===== config.mk =====
export PLATFORM = sky130hd
export DESIGN_NAME = multicycle_control_unit
export DESIGN_NICKNAME = d
export VERILOG_FILES = /design/src/rtl/cpu_ctl_pkg.sv /design/src/rtl/ctl_decode.sv /design/src/rtl/multicycle_control_unit.sv
export SDC_FILE = /design/constraint.sdc
export NUM_CORES = 1
export LEC_CHECK = 0
export BUFFER_PORTS_ARGS = -buffer_cell sky130_fd_sc_hd__buf_2
export CAP_MARGIN = 5
export CORE_ASPECT_RATIO = 1.75
export CORE_MARGIN = 8
export CORE_UTILIZATION = 45
export DETAILED_ROUTE_END_ITERATION = 8
export PLACE_DENSITY = 0.67
export SLEW_MARGIN = 10
export SYNTH_ARGS = -nofsm -noshare
export SYNTH_HDL_FRONTEND = slang
export SYNTH_SLANG_ARGS = --single-unit

===== constraint.sdc =====
create_clock -name clk -period 4.3 [get_ports clk]
set_input_delay 0.86 -clock clk [delete_from_list [all_inputs] [get_ports clk]]
set_output_delay 0.86 -clock clk [all_outputs]
set_load 0.05 [all_outputs]

===== src/rtl/cpu_ctl_pkg.sv =====
// Shared control definitions for the RV32I control units (single-cycle decoder and the
// multi-cycle sequencer): opcodes, ALU-op and mux-select encodings, FSM states, trap causes.
package cpu_ctl_pkg;

  // Major opcodes
  localparam logic [6:0] OpcodeOp     = 7'b0110011;
  localparam logic [6:0] OpcodeOpImm  = 7'b0010011;
  localparam logic [6:0] OpcodeLoad   = 7'b0000011;
  localparam logic [6:0] OpcodeStore  = 7'b0100011;
  localparam logic [6:0] OpcodeBranch = 7'b1100011;
  localparam logic [6:0] OpcodeJal    = 7'b1101111;
  localparam logic [6:0] OpcodeJalr   = 7'b1100111;
  localparam logic [6:0] OpcodeLui    = 7'b0110111;
  localparam logic [6:0] OpcodeAuipc  = 7'b0010111;

  localparam logic [6:0] Funct7Base = 7'b0000000;
  localparam logic [6:0] Funct7Alt  = 7'b0100000;

  // ALU operations
  localparam logic [3:0] AluAnd  = 4'b0000;
  localparam logic [3:0] AluOr   = 4'b0001;
  localparam logic [3:0] AluAdd  = 4'b0010;
  localparam logic [3:0] AluXor  = 4'b0011;
  localparam logic [3:0] AluSll  = 4'b0100;
  localparam logic [3:0] AluSrl  = 4'b0101;
  localparam logic [3:0] AluSub  = 4'b0110;
  localparam logic [3:0] AluSlt  = 4'b0111;
  localparam logic [3:0] AluSltu = 4'b1000;
  localparam logic [3:0] AluSra  = 4'b1001;

  // Immediate formats
  localparam logic [2:0] ImmI = 3'b000;
  localparam logic [2:0] ImmS = 3'b001;
  localparam logic [2:0] ImmB = 3'b010;
  localparam logic [2:0] ImmU = 3'b011;
  localparam logic [2:0] ImmJ = 3'b100;

  // Next-PC, writeback and ALU operand selects
  localparam logic [1:0] PcPlus4  = 2'b00;
  localparam logic [1:0] PcBranch = 2'b01;
  localparam logic [1:0] PcJump   = 2'b10;

  localparam logic [1:0] WbAlu = 2'b00;
  localparam logic [1:0] WbMem = 2'b01;
  localparam logic [1:0] WbPc4 = 2'b10;

  localparam logic [1:0] SrcARs1  = 2'b00;
  localparam logic [1:0] SrcAPc   = 2'b01;
  localparam logic [1:0] SrcAZero = 2'b10;

  localparam logic [1:0] SrcBRs2  = 2'b00;
  localparam logic [1:0] SrcBImm  = 2'b01;
  localparam logic [1:0] SrcBFour = 2'b10;

  // Trap causes
  localparam logic [1:0] TrapNone    = 2'b00;
  localparam logic [1:0] TrapIllegal = 2'b01;
  localparam logic [1:0] TrapTimeout = 2'b10;

  typedef enum logic [2:0] {
    StFetch, StDecode, StExecute, StMem, StWb, StTrap
  } ctl_state_e;

  typedef enum logic [3:0] {
    ClsOp, ClsOpImm, ClsLoad, ClsStore, ClsBranch, ClsJal, ClsJalr, ClsLui, ClsAuipc,
    ClsIllegal
  } instr_class_e;

  // funct3/funct7 to ALU op. SUB only exists for register-register; SRA/SRAI both use alt.
  function automatic logic [3:0] alu_from_funct(input logic [2:0] funct3, input logic alt,
                                                input logic is_reg);
    logic [3:0] op;
    op = AluAdd;
    case (funct3)
      3'b000: op = (alt && is_reg) ? AluSub : AluAdd;
      3'b001: op = AluSll;
      3'b010: op = AluSlt;
      3'b011: op = AluSltu;
      3'b100: op = AluXor;
      3'b101: op = alt ? AluSra : AluSrl;
      3'b110: op = AluOr;
      3'b111: op = AluAnd;
      default: op = AluAdd;
    endcase
    return op;
  endfunction

endpackage


===== src/rtl/ctl_decode.sv =====
// Combinational RV32I instruction decoder.
// Inputs : opcode, funct3, funct7 fields of the instruction.
// Outputs: instr_class (instruction group), alu_op, imm_type, legal (opcode/funct7 valid).
module ctl_decode
  import cpu_ctl_pkg::*;
(
  input  logic [6:0]   opcode,
  input  logic [2:0]   funct3,
  input  logic [6:0]   funct7,
  output instr_class_e instr_class,
  output logic [3:0]   alu_op,
  output logic [2:0]   imm_type,
  output logic         legal
);

  logic alt;
  // Only the exact 0100000 pattern selects SUB/SRA
  assign alt = (funct7 == Funct7Alt);

  always_comb begin
    instr_class = ClsIllegal;
    alu_op      = AluAdd;
    imm_type    = ImmI;
    legal       = 1'b1;
    case (opcode)
      OpcodeOp: begin
        instr_class = ClsOp;
        alu_op      = alu_from_funct(funct3, alt, 1'b1);
        legal       = (funct7 == Funct7Base) || alt;
      end
      OpcodeOpImm: begin
        instr_class = ClsOpImm;
        alu_op      = alu_from_funct(funct3, alt, 1'b0);
      end
      OpcodeLoad:  instr_class = ClsLoad;
      OpcodeStore: begin
        instr_class = ClsStore;
        imm_type    = ImmS;
      end
      OpcodeBranch: begin
        instr_class = ClsBranch;
        alu_op      = AluSub;
        imm_type    = ImmB;
      end
      OpcodeJal: begin
        instr_class = ClsJal;
        imm_type    = ImmJ;
      end
      OpcodeJalr: instr_class = ClsJalr;
      OpcodeLui: begin
        instr_class = ClsLui;
        imm_type    = ImmU;
      end
      OpcodeAuipc: begin
        instr_class = ClsAuipc;
        imm_type    = ImmU;
      end
      default: legal = 1'b0;
    endcase
  end

endmodule


===== src/rtl/multicycle_control_unit.sv =====
// Multi-cycle RV32I control FSM: FETCH -> DECODE -> EXECUTE -> MEM -> WB, with a memory
// ready handshake, optional watchdog on mem_req, branch resolution and trap handling.
// Inputs : clk, rst_n, instr (memory read data), mem_ready, alu_zero/lt/ltu, trap_ack.
// Outputs: datapath enables (pc_write, ir_write, reg_write), memory request (mem_req,
//          mem_we, addr_sel), mux selects (alu_src_a/b, pc_src, wb_sel), alu_ctl, imm_type,
//          trap/trap_cause, busy.
module multicycle_control_unit
  import cpu_ctl_pkg::*;
#(
  parameter int unsigned ALU_CTL_W   = 4,
  parameter int unsigned IMM_TYPE_W  = 3,
  parameter int unsigned MEM_TIMEOUT = 255,
  parameter bit          TIMEOUT_EN  = 1'b1
) (
  input  logic                  clk,
  input  logic                  rst_n,
  input  logic [31:0]           instr,
  input  logic                  mem_ready,
  input  logic                  alu_zero,
  input  logic                  alu_lt,
  input  logic                  alu_ltu,
  input  logic                  trap_ack,
  output logic                  pc_write,
  output logic                  ir_write,
  output logic                  mem_req,
  output logic                  mem_we,
  output logic                  addr_sel,
  output logic                  reg_write,
  output logic [1:0]            alu_src_a,
  output logic [1:0]            alu_src_b,
  output logic [ALU_CTL_W-1:0]  alu_ctl,
  output logic [IMM_TYPE_W-1:0] imm_type,
  output logic [1:0]            pc_src,
  output logic [1:0]            wb_sel,
  output logic                  trap,
  output logic [1:0]            trap_cause,
  output logic                  busy
);

  ctl_state_e   state_q, state_d;
  logic [31:0]  ir_q;
  logic         run_q;  // low only in the idle FETCH cycle that follows reset
  logic [1:0]   cause_q, cause_d;
  logic [3:0]   alu_int;
  logic [2:0]   imm_int;
  instr_class_e dec_class;
  logic [3:0]   dec_alu_op;
  logic [2:0]   dec_imm_type;
  logic         dec_legal;
  logic         br_ok, br_taken;
  logic         timeout_hit;
  logic         unused_ir;

  // The datapath owns the operand/rd fields; only the control fields are decoded here
  assign unused_ir = ^{ir_q[24:15], ir_q[11:7]};

  ctl_decode u_decode (
    .opcode      (ir_q[6:0]),
    .funct3      (ir_q[14:12]),
    .funct7      (ir_q[31:25]),
    .instr_class (dec_class),
    .alu_op      (dec_alu_op),
    .imm_type    (dec_imm_type),
    .legal       (dec_legal)
  );

  always_comb begin
    br_ok    = 1'b1;
    br_taken = 1'b0;
    case (ir_q[14:12])
      3'b000:  br_taken = alu_zero;
      3'b001:  br_taken = !alu_zero;
      3'b100:  br_taken = alu_lt;
      3'b101:  br_taken = !alu_lt;
      3'b110:  br_taken = alu_ltu;
      3'b111:  br_taken = !alu_ltu;
      default: br_ok    = 1'b0;
    endcase
  end

  if (TIMEOUT_EN) begin : g_timeout
    logic [15:0] cnt_q, cnt_d;
    logic        mem_phase;

    assign mem_phase = (state_q == StMem) || ((state_q == StFetch) && run_q);
    // A ready in the final allowed cycle wins over the timeout
    assign timeout_hit = mem_phase && !mem_ready && (cnt_q == 16'(MEM_TIMEOUT - 1));

    always_comb begin
      cnt_d = cnt_q;
      if (state_d != state_q) begin
        cnt_d = '0;
      end else if (mem_phase && !mem_ready) begin
        cnt_d = cnt_q + 16'd1;
      end
    end

    always_ff @(posedge clk or negedge rst_n) begin
      if (!rst_n) begin
        cnt_q <= '0;
      end else begin
        cnt_q <= cnt_d;
      end
    end
  end else begin : g_no_timeout
    assign timeout_hit = 1'b0;
  end

  always_comb begin
    state_d   = state_q;
    cause_d   = cause_q;
    pc_write  = 1'b0;
    ir_write  = 1'b0;
    mem_req   = 1'b0;
    mem_we    = 1'b0;
    addr_sel  = 1'b0;
    reg_write = 1'b0;
    alu_src_a = SrcARs1;
    alu_src_b = SrcBRs2;
    alu_int   = AluAdd;
    imm_int   = ImmI;
    pc_src    = PcPlus4;
    wb_sel    = WbAlu;
    case (state_q)
      StFetch: begin
        if (run_q) begin
          mem_req   = 1'b1;
          alu_src_a = SrcAPc;
          alu_src_b = SrcBFour;
          if (mem_ready) begin
            ir_write = 1'b1;
            pc_write = 1'b1;
            state_d  = StDecode;
          end else if (timeout_hit) begin
            state_d = StTrap;
            cause_d = TrapTimeout;
          end
        end
      end
      StDecode: begin
        // Branch target PC_old + imm is formed here while rs1/rs2 are being read
        alu_src_a = SrcAPc;
        alu_src_b = SrcBImm;
        imm_int   = ImmB;
        if (dec_legal) begin
          state_d = StExecute;
        end else begin
          state_d = StTrap;
          cause_d = TrapIllegal;
        end
      end
      StExecute: begin
        alu_int = dec_alu_op;
        case (dec_class)
          ClsOp: state_d = StWb;
          ClsOpImm, ClsLoad, ClsStore: begin
            alu_src_b = SrcBImm;
            imm_int   = dec_imm_type;
            state_d   = (dec_class == ClsOpImm) ? StWb : StMem;
          end
          ClsBranch: begin
            if (br_ok) begin
              state_d = StFetch;
              if (br_taken) begin
                pc_write = 1'b1;
                pc_src   = PcBranch;
              end
            end else begin
              state_d = StTrap;
              cause_d = TrapIllegal;
            end
          end
          ClsJal, ClsJalr: begin
            alu_src_a = (dec_class == ClsJal) ? SrcAPc : SrcARs1;
            alu_src_b = SrcBImm;
            imm_int   = dec_imm_type;
            pc_write  = 1'b1;
            pc_src    = PcJump;
            state_d   = StWb;
          end
          ClsLui, ClsAuipc: begin
            alu_src_a = (dec_class == ClsLui) ? SrcAZero : SrcAPc;
            alu_src_b = SrcBImm;
            imm_int   = dec_imm_type;
            state_d   = StWb;
          end
          default: begin
            state_d = StTrap;
            cause_d = TrapIllegal;
          end
        endcase
      end
      StMem: begin
        mem_req  = 1'b1;
        addr_sel = 1'b1;
        mem_we   = (dec_class == ClsStore);
        if (mem_ready) begin
          state_d = (dec_class == ClsStore) ? StFetch : StWb;
        end else if (timeout_hit) begin
          state_d = StTrap;
          cause_d = TrapTimeout;
        end
      end
      StWb: begin
        reg_write = 1'b1;
        if (dec_class == ClsLoad) begin
          wb_sel = WbMem;
        end else if ((dec_class == ClsJal) || (dec_class == ClsJalr)) begin
          wb_sel = WbPc4;
        end
        state_d = StFetch;
      end
      StTrap: begin
        if (trap_ack) begin
          state_d = StFetch;
          cause_d = TrapNone;
        end
      end
      default: state_d = StFetch;
    endcase
  end

  assign alu_ctl    = ALU_CTL_W'(alu_int);
  assign imm_type   = IMM_TYPE_W'(imm_int);
  assign trap       = (state_q == StTrap);
  assign trap_cause = cause_q;
  assign busy       = run_q;

  always_ff @(posedge clk or negedge rst_n) begin
    if (!rst_n) begin
      state_q <= StFetch;
      ir_q    <= '0;
      run_q   <= 1'b0;
      cause_q <= TrapNone;
    end else begin
      state_q <= state_d;
      cause_q <= cause_d;
      run_q   <= 1'b1;
      if (ir_write) begin
        ir_q <= instr;
      end
    end
  end

endmodule

==> metrics.yaml, run 1 <==
critical_path:
  critPathMaxStageDelay_ns: 0.51
  reg2reg_from: "g_timeout.cnt_q[0]"
  cp_slowest_cell: "or3b_1"
  crit_arrival_ns: 2.58
  r2r-end: "g_timeout.cnt_q[11]"
  crit_path_start_kind: "flip-flop"
  worst_ep_required_time_ns: 3.44
  crit_type: "flip-flop to primary output"
  cp_cell_sequence: "or3b_1 -> nor2_1 -> nand2_1 -> o221ai_1 -> buf_2"
  worstSetupEndpointType: "primary output"
  path_buf_inv: 1
  rr_worst_depth: 7
  worstPathMaxFanout: 18
  reg2reg_slack_ns: 1.71
  crit_family: "simple AND/OR/NAND/NOR gates"
cells_and_area:
  final_util_pct: 51.9
  final_cell_mix: "buf_2, nor2_1, dfrtp_1, nand2_1, mux2_2"
  final_common_cell: "buf_2"
  fin_nets: 355
  fillers: 563
  design_area_um2: 2830
  drive_gt1_share_pct: 26.0
  area_growth_pct: 14.1
  diodes: 0
die:
  ios: 64
  rows: 36
  die_w_um: 72.1
  start_util_pct: 45.5
  core-area_um2: 5450
  dieArea_um2: 8230
  die_h_um: 114
cts:
  cts_buffers: 5
  cts.clk_slew.worst_paths_ns: 0.08
  root_buffer: "clkbuf_8"
  post_cts_buffers: 0
  htree_levels: 2
  numClockSinks: 39
  clock_path_buffers: 2
  cts_tree: "yes"
  cts.hold.buffers_added: 0
  cts_resized: 0
  clock_latency_ns: 0.30
route:
  antenna_left: 0
  first_pass_iters: 5
  remaining_drc_errors: 0
  vias_per_cell: 5.48
  wl_per_cell_um: 15.4
  num_vias: 2142
  first_iter_violations: 198
  wl_mm: 6.03
logic_synthesis:
  syn_area_per_cell_um2: 8.98
  ys_seq_area_share_pct: 39.4
  synth_cells: 276
  synth-edff-count: 0
  ys.flop_type: "dfrtp_1"
  ys_warn_count: 0
  yosys.cell_types.count: 62
  yosys_register_bits: 39
  synthSimpleGateAreaFrac_pct: 26.2
  synth_compound_area_share_pct: 14.3
  synth_fa_ha_area_share_pct: 1.01
  syn-num-nets: 317
  synth_top_family_by_area: "simple AND/OR/NAND/NOR gates"
  synth_area_um2: 2480
  async_flop_share_pct: 100
  synthMuxAreaShare_pct: 8.28
  synth_xor_area_share_pct: 6.36
timing:
  rsz0062_at_grt: "no"
  whs_ns: 0.480
  fin_skew_ns: 0.0122
  setup_viol: 0
  finalWorstSetupSlack_ns: 0.858
  final_hold_viol_count: 0
  fmax_ghz: 0.291
  fin_crit_ns: 3.44
  fin_crit_sh_pct: 80.1
  slew_viol_final: 0
  max-slew-margin-rel_pct: 42.1
  tightest_slew_ns: 0.868
  tns_ns: 0
global_route:
  grt-ovfl-total: 0
  grtUsageTotal_pct: 14.8
  grt_pass1_vias: 2070
  antenna_found_initial: 0
  grt_pass1_wl_mm: 9.76
  grt_start_max_net_pins: 40
hold_path:
  hp-start: "trap_cause[1]"
  whs_endpoint: "trap_cause[1]"
  holdPathStages: 1
  hold_class: "flip-flop to flip-flop"
pwr:
  p_leak_nw: 1.25
  max-vdd-ir-drop_v: 0.000247
  powerDensity_nw_per_um2: 567
place:
  place_area_um2: 2750
  io_buffers: 48
  routabilityCongestion: 0.933
  post-place-ws_ns: 1.24
  dp_hpwl_mm: 4.51
run:
  maxCapViolations: 0
status:
  status: "complete, no violations"
## layer usage
metal	track usage [%]	part of all wire, %	vias up
li1	-	-	1062
met1	15.4	39	1015
met2	26.4	53	52
met3	3.07	5.0	13
met4	8.23	3.2	0
met5	0	0	-
## per-stage QoR
| stage | instances | power [mW] |
|---|---|---|
| CTS | 391 | 1.61 |
| global placement | 383 | 1.36 |
| finish | 391 | 1.60 |
| detailed placement | 383 | 1.37 |
| floorplan | 276 | 1.22 |
| global route | 391 | 1.72 |
## report_power, final
group	switching [mW]	internal [mW]	total, mW
Sequential	0.187	0.467	0.654
Clock	0.123	0.114	0.236
Combinational	0.434	0.278	0.713
## synthesized netlist by cell type, drive strengths merged, types with 3 or more instances
master	number	area, µm²
a21oi	11	55.1
a31oi	3	18.8
and3	5	31.3
buf	3	15.0
clkbuf	14	52.6
dfrtp	39	976
inv	10	37.5
mux2	17	195
nand2	18	67.6
nand2b	5	31.3
nand3	13	65.1
nand3b	3	22.5
nand4	5	31.3
nor2	41	161
nor2b	4	25.0
nor3	11	55.1
nor4	6	43.8
o21ai	8	40.0
or3	3	18.8
xnor2	11	96.3
xor2	7	61.3
## state kept, by name (all words and copies together), names as in the netlist
register / count
busy: 1
g_timeout.cnt_q: 16
ir_q: 17
state_q: 3
trap_cause: 2
## worst max-delay path by stage
stage / slack (ns) / start / cells after the start / endpoint
floorplan: 0.52 / busy / 5 / pc_write
global placement: 1.23 / state_q[1] / 5 / ir_write
detailed placement: 1.24 / state_q[1] / 5 / pc_write
CTS: 0.89 / state_q[1] / 5 / pc_write
global route: 0.68 / state_q[1] / 5 / pc_write
finish: 0.86 / state_q[1] / 5 / pc_write
## layout make-up
cell class	instances	area, µm²	share of cell area (%)
clock buffer	7	76.3	2.70
timing repair buffer	48	240	8.50
sequential	39	976	34.5
tap	76	95.1	3.36
inverter	10	37.5	1.33
clock inverter	1	5.00	0.177
multi-input combinational	210	1400	49.4
## cells by family (layout without fill, tap and decap cells)
group | after synthesis | count (layout)
XOR/XNOR | 18 | 18
multiplexers | 18 | 18
AND/OR/NAND/NOR | 124 | 124
buffers and inverters | 27 | 66
adder cells (fa/ha/maj) | 2 | 2
flip-flops | 39 | 39
other | 1 | 1
AO/OA/AOI/OAI | 47 | 47
Note: power is estimated with default switching activity, not from simulation.
==> run 2, diff against run 1 <==
Clock period 4.3 ns to 3.5 ns, I/O delays scaled along.
==> run 2 against run 1 <==
Effect of this change:
- via count up 0.28%
- count of clock-buffer cells in the layout up 1
- worst setup slack worse by 0.37 ns
- hold slack better by 0.0012 ns
- highest routed layer unchanged
- die area unchanged
- final cell count up 0.26%
- critical endpoint is now imm_type[1]
- largest cell class unchanged
- first-iteration DRC count down 7.6%
- cell area up 1.3%
- combinational power up 24%
==> metrics.yaml, run 2 (synthesis gave the netlist of run 1 again) <==
timing:
  fmax_ghz: 0.332
  setup_viol: 0
  whs_ns: 0.481
  fin_skew_ns: 0.00572
  fin_crit_sh_pct: 86.1
  slew_viol_final: 0
  tightest_slew_ns: 0.861
  max-slew-margin-rel_pct: 42.6
  finalWorstSetupSlack_ns: 0.488
  final_hold_viol_count: 0
  rsz0062_at_grt: "no"
  tns_ns: 0
  fin_crit_ns: 3.01
place:
  place_area_um2: 2760
  dp.cells: 384
  dp_hpwl_mm: 4.58
  post-place-ws_ns: 0.819
  io_buffers: 48
  routabilityCongestion: 0.880
route:
  num_vias: 2148
  first_pass_iters: 5
  remaining_drc_errors: 0
  antenna_left: 0
  wl_per_cell_um: 15.2
  vias_per_cell: 5.48
  wl_mm: 5.96
  first_iter_violations: 183
cells_and_area:
  fin_nets: 356
  final_util_pct: 52.5
  largest_reg_flops: 17
  area_growth_pct: 15.5
  fillers: 533
  final_cell_mix: "buf_2, nor2_1, dfrtp_1, nand2_1, mux2_2"
  final_common_cell: "buf_2"
  drive_gt1_share_pct: 27.2
  max_flop_register: "ir_q"
  design_area_um2: 2860
  diodes: 0
  top_regs: "ir_q (17), g_timeout.cnt_q (16), state_q (3)"
  layoutNonFillerInstCount: 392
critical_path:
  crit_path_start_kind: "flip-flop"
  cp_cell_sequence: "and3b_1 -> o21ai_0 -> a21oi_1 -> nand2_1 -> o41ai_2 -> buf_2"
  crit_family: "compound AO/OA/AOI/OAI gates"
  critPathMaxStageDelay_ns: 0.59
  crit_type: "flip-flop to primary output"
  worstPathMaxFanout: 14
  cp_slowest_cell: "dfrtp_1"
  crit_arrival_ns: 2.31
  path_buf_inv: 1
  reg2reg_slack_ns: 0.88
  worst_ep_required_time_ns: 2.80
  worstSetupEndpointType: "primary output"
cts:
  cts.hold.buffers_added: 0
  clock_path_buffers: 2
  cts_buffers: 5
  htree_levels: 2
  cts.clk_slew.worst_paths_ns: 0.07
  root_buffer: "clkbuf_8"
  cts_tree: "yes"
  post_cts_buffers: 0
  clock_latency_ns: 0.29
  numClockSinks: 39
  cts_resized: 0
die:
  ios: 64
  dieArea_um2: 8230
  start_util_pct: 45.5
  die_h_um: 114
  core-area_um2: 5450
  die_w_um: 72.1
  rows: 36
pwr:
  total_power_mw: 2.02
  p_leak_nw: 1.27
  switching_share_pct: 45.4
  seq_power_share_pct: 39.8
  power.internal_mw: 1.10
  p_sw_mw: 0.914
  max-vdd-ir-drop_v: 0.000322
  pwr-share-clk_pct: 16.2
  combPwrFrac_pct: 44.0
  powerDensity_nw_per_um2: 704
status:
  status: "complete, no violations"
run:
  maxCapViolations: 0
hold_path:
  hold_class: "flip-flop to flip-flop"
global_route:
  grt_pass1_vias: 2124
  grt_pass1_wl_mm: 9.81
  grt_start_max_net_pins: 40
  antenna_found_initial: 0
  grt-ovfl-total: 0
  grtUsageTotal_pct: 14.9
run 2: cell types whose count changed in the layout (fill, tap and decap cells not counted):
cell	previous run	this run
o41ai_2	0	1
nor2_1	40	39
clkbuf_8	5	7
nor2_2	0	1
buf_4	0	1
o41ai_1	1	0
clkinv_2	1	0
clkbuf_1	2	1
run 2: worst reg2reg max path: cells and delay by family, from the launching register on:
family / cells / cell delay [ns]
fa+ha+maj: 1 / 0.16
compound gates: 2 / 0.82
simple gates: 3 / 0.99
flops: 1 / 0.43
buf+inv: 1 / 0.08
run 2: path summary, 6_finish.rpt:
path,startpoint,endpoint,depth (start not counted)
setup / recovery,ir_q[6],imm_type[1],6
hold / removal,trap_cause[1],trap_cause[1],1
setup reg to reg,g_timeout.cnt_q[0],g_timeout.cnt_q[14],7
hold reg to reg,trap_cause[1],trap_cause[1],1
max in group asynchronous,rst_n,ir_q[30],1
min in group asynchronous,rst_n,trap_cause[1],1
run 2: power by group through the flow:
stage | Clock, mW | Sequential, mW | Combinational, mW
global route | 0.356 | 0.832 | 0.971
finish | 0.326 | 0.802 | 0.887
global placement | 0 | 0.803 | 0.881
detailed placement | 0 | 0.807 | 0.889
CTS | 0.338 | 0.799 | 0.892
floorplan | 0 | 0.664 | 0.842
run 2: per-layer routing:
metal  part of all wire [%]  vias to the layer above  global-route usage (%)
met5                      0                        -                       0
met4                    4.0                        0                    10.3
met3                    4.1                       16                    2.72
met2                     53                       55                    26.0
met1                     39                     1009                    15.6
li1                       -                     1068                       -
run 2: layout make-up:
| type | count | area (µm²) | share of cell area, % |
|---|---|---|---|
| sequential | 39 | 976 | 34.1 |
| timing repair buffer | 49 | 248 | 8.65 |
| multi-input combinational | 210 | 1410 | 49.1 |
| tap | 76 | 95.1 | 3.32 |
| clock buffer | 8 | 100 | 3.49 |
| inverter | 10 | 37.5 | 1.31 |
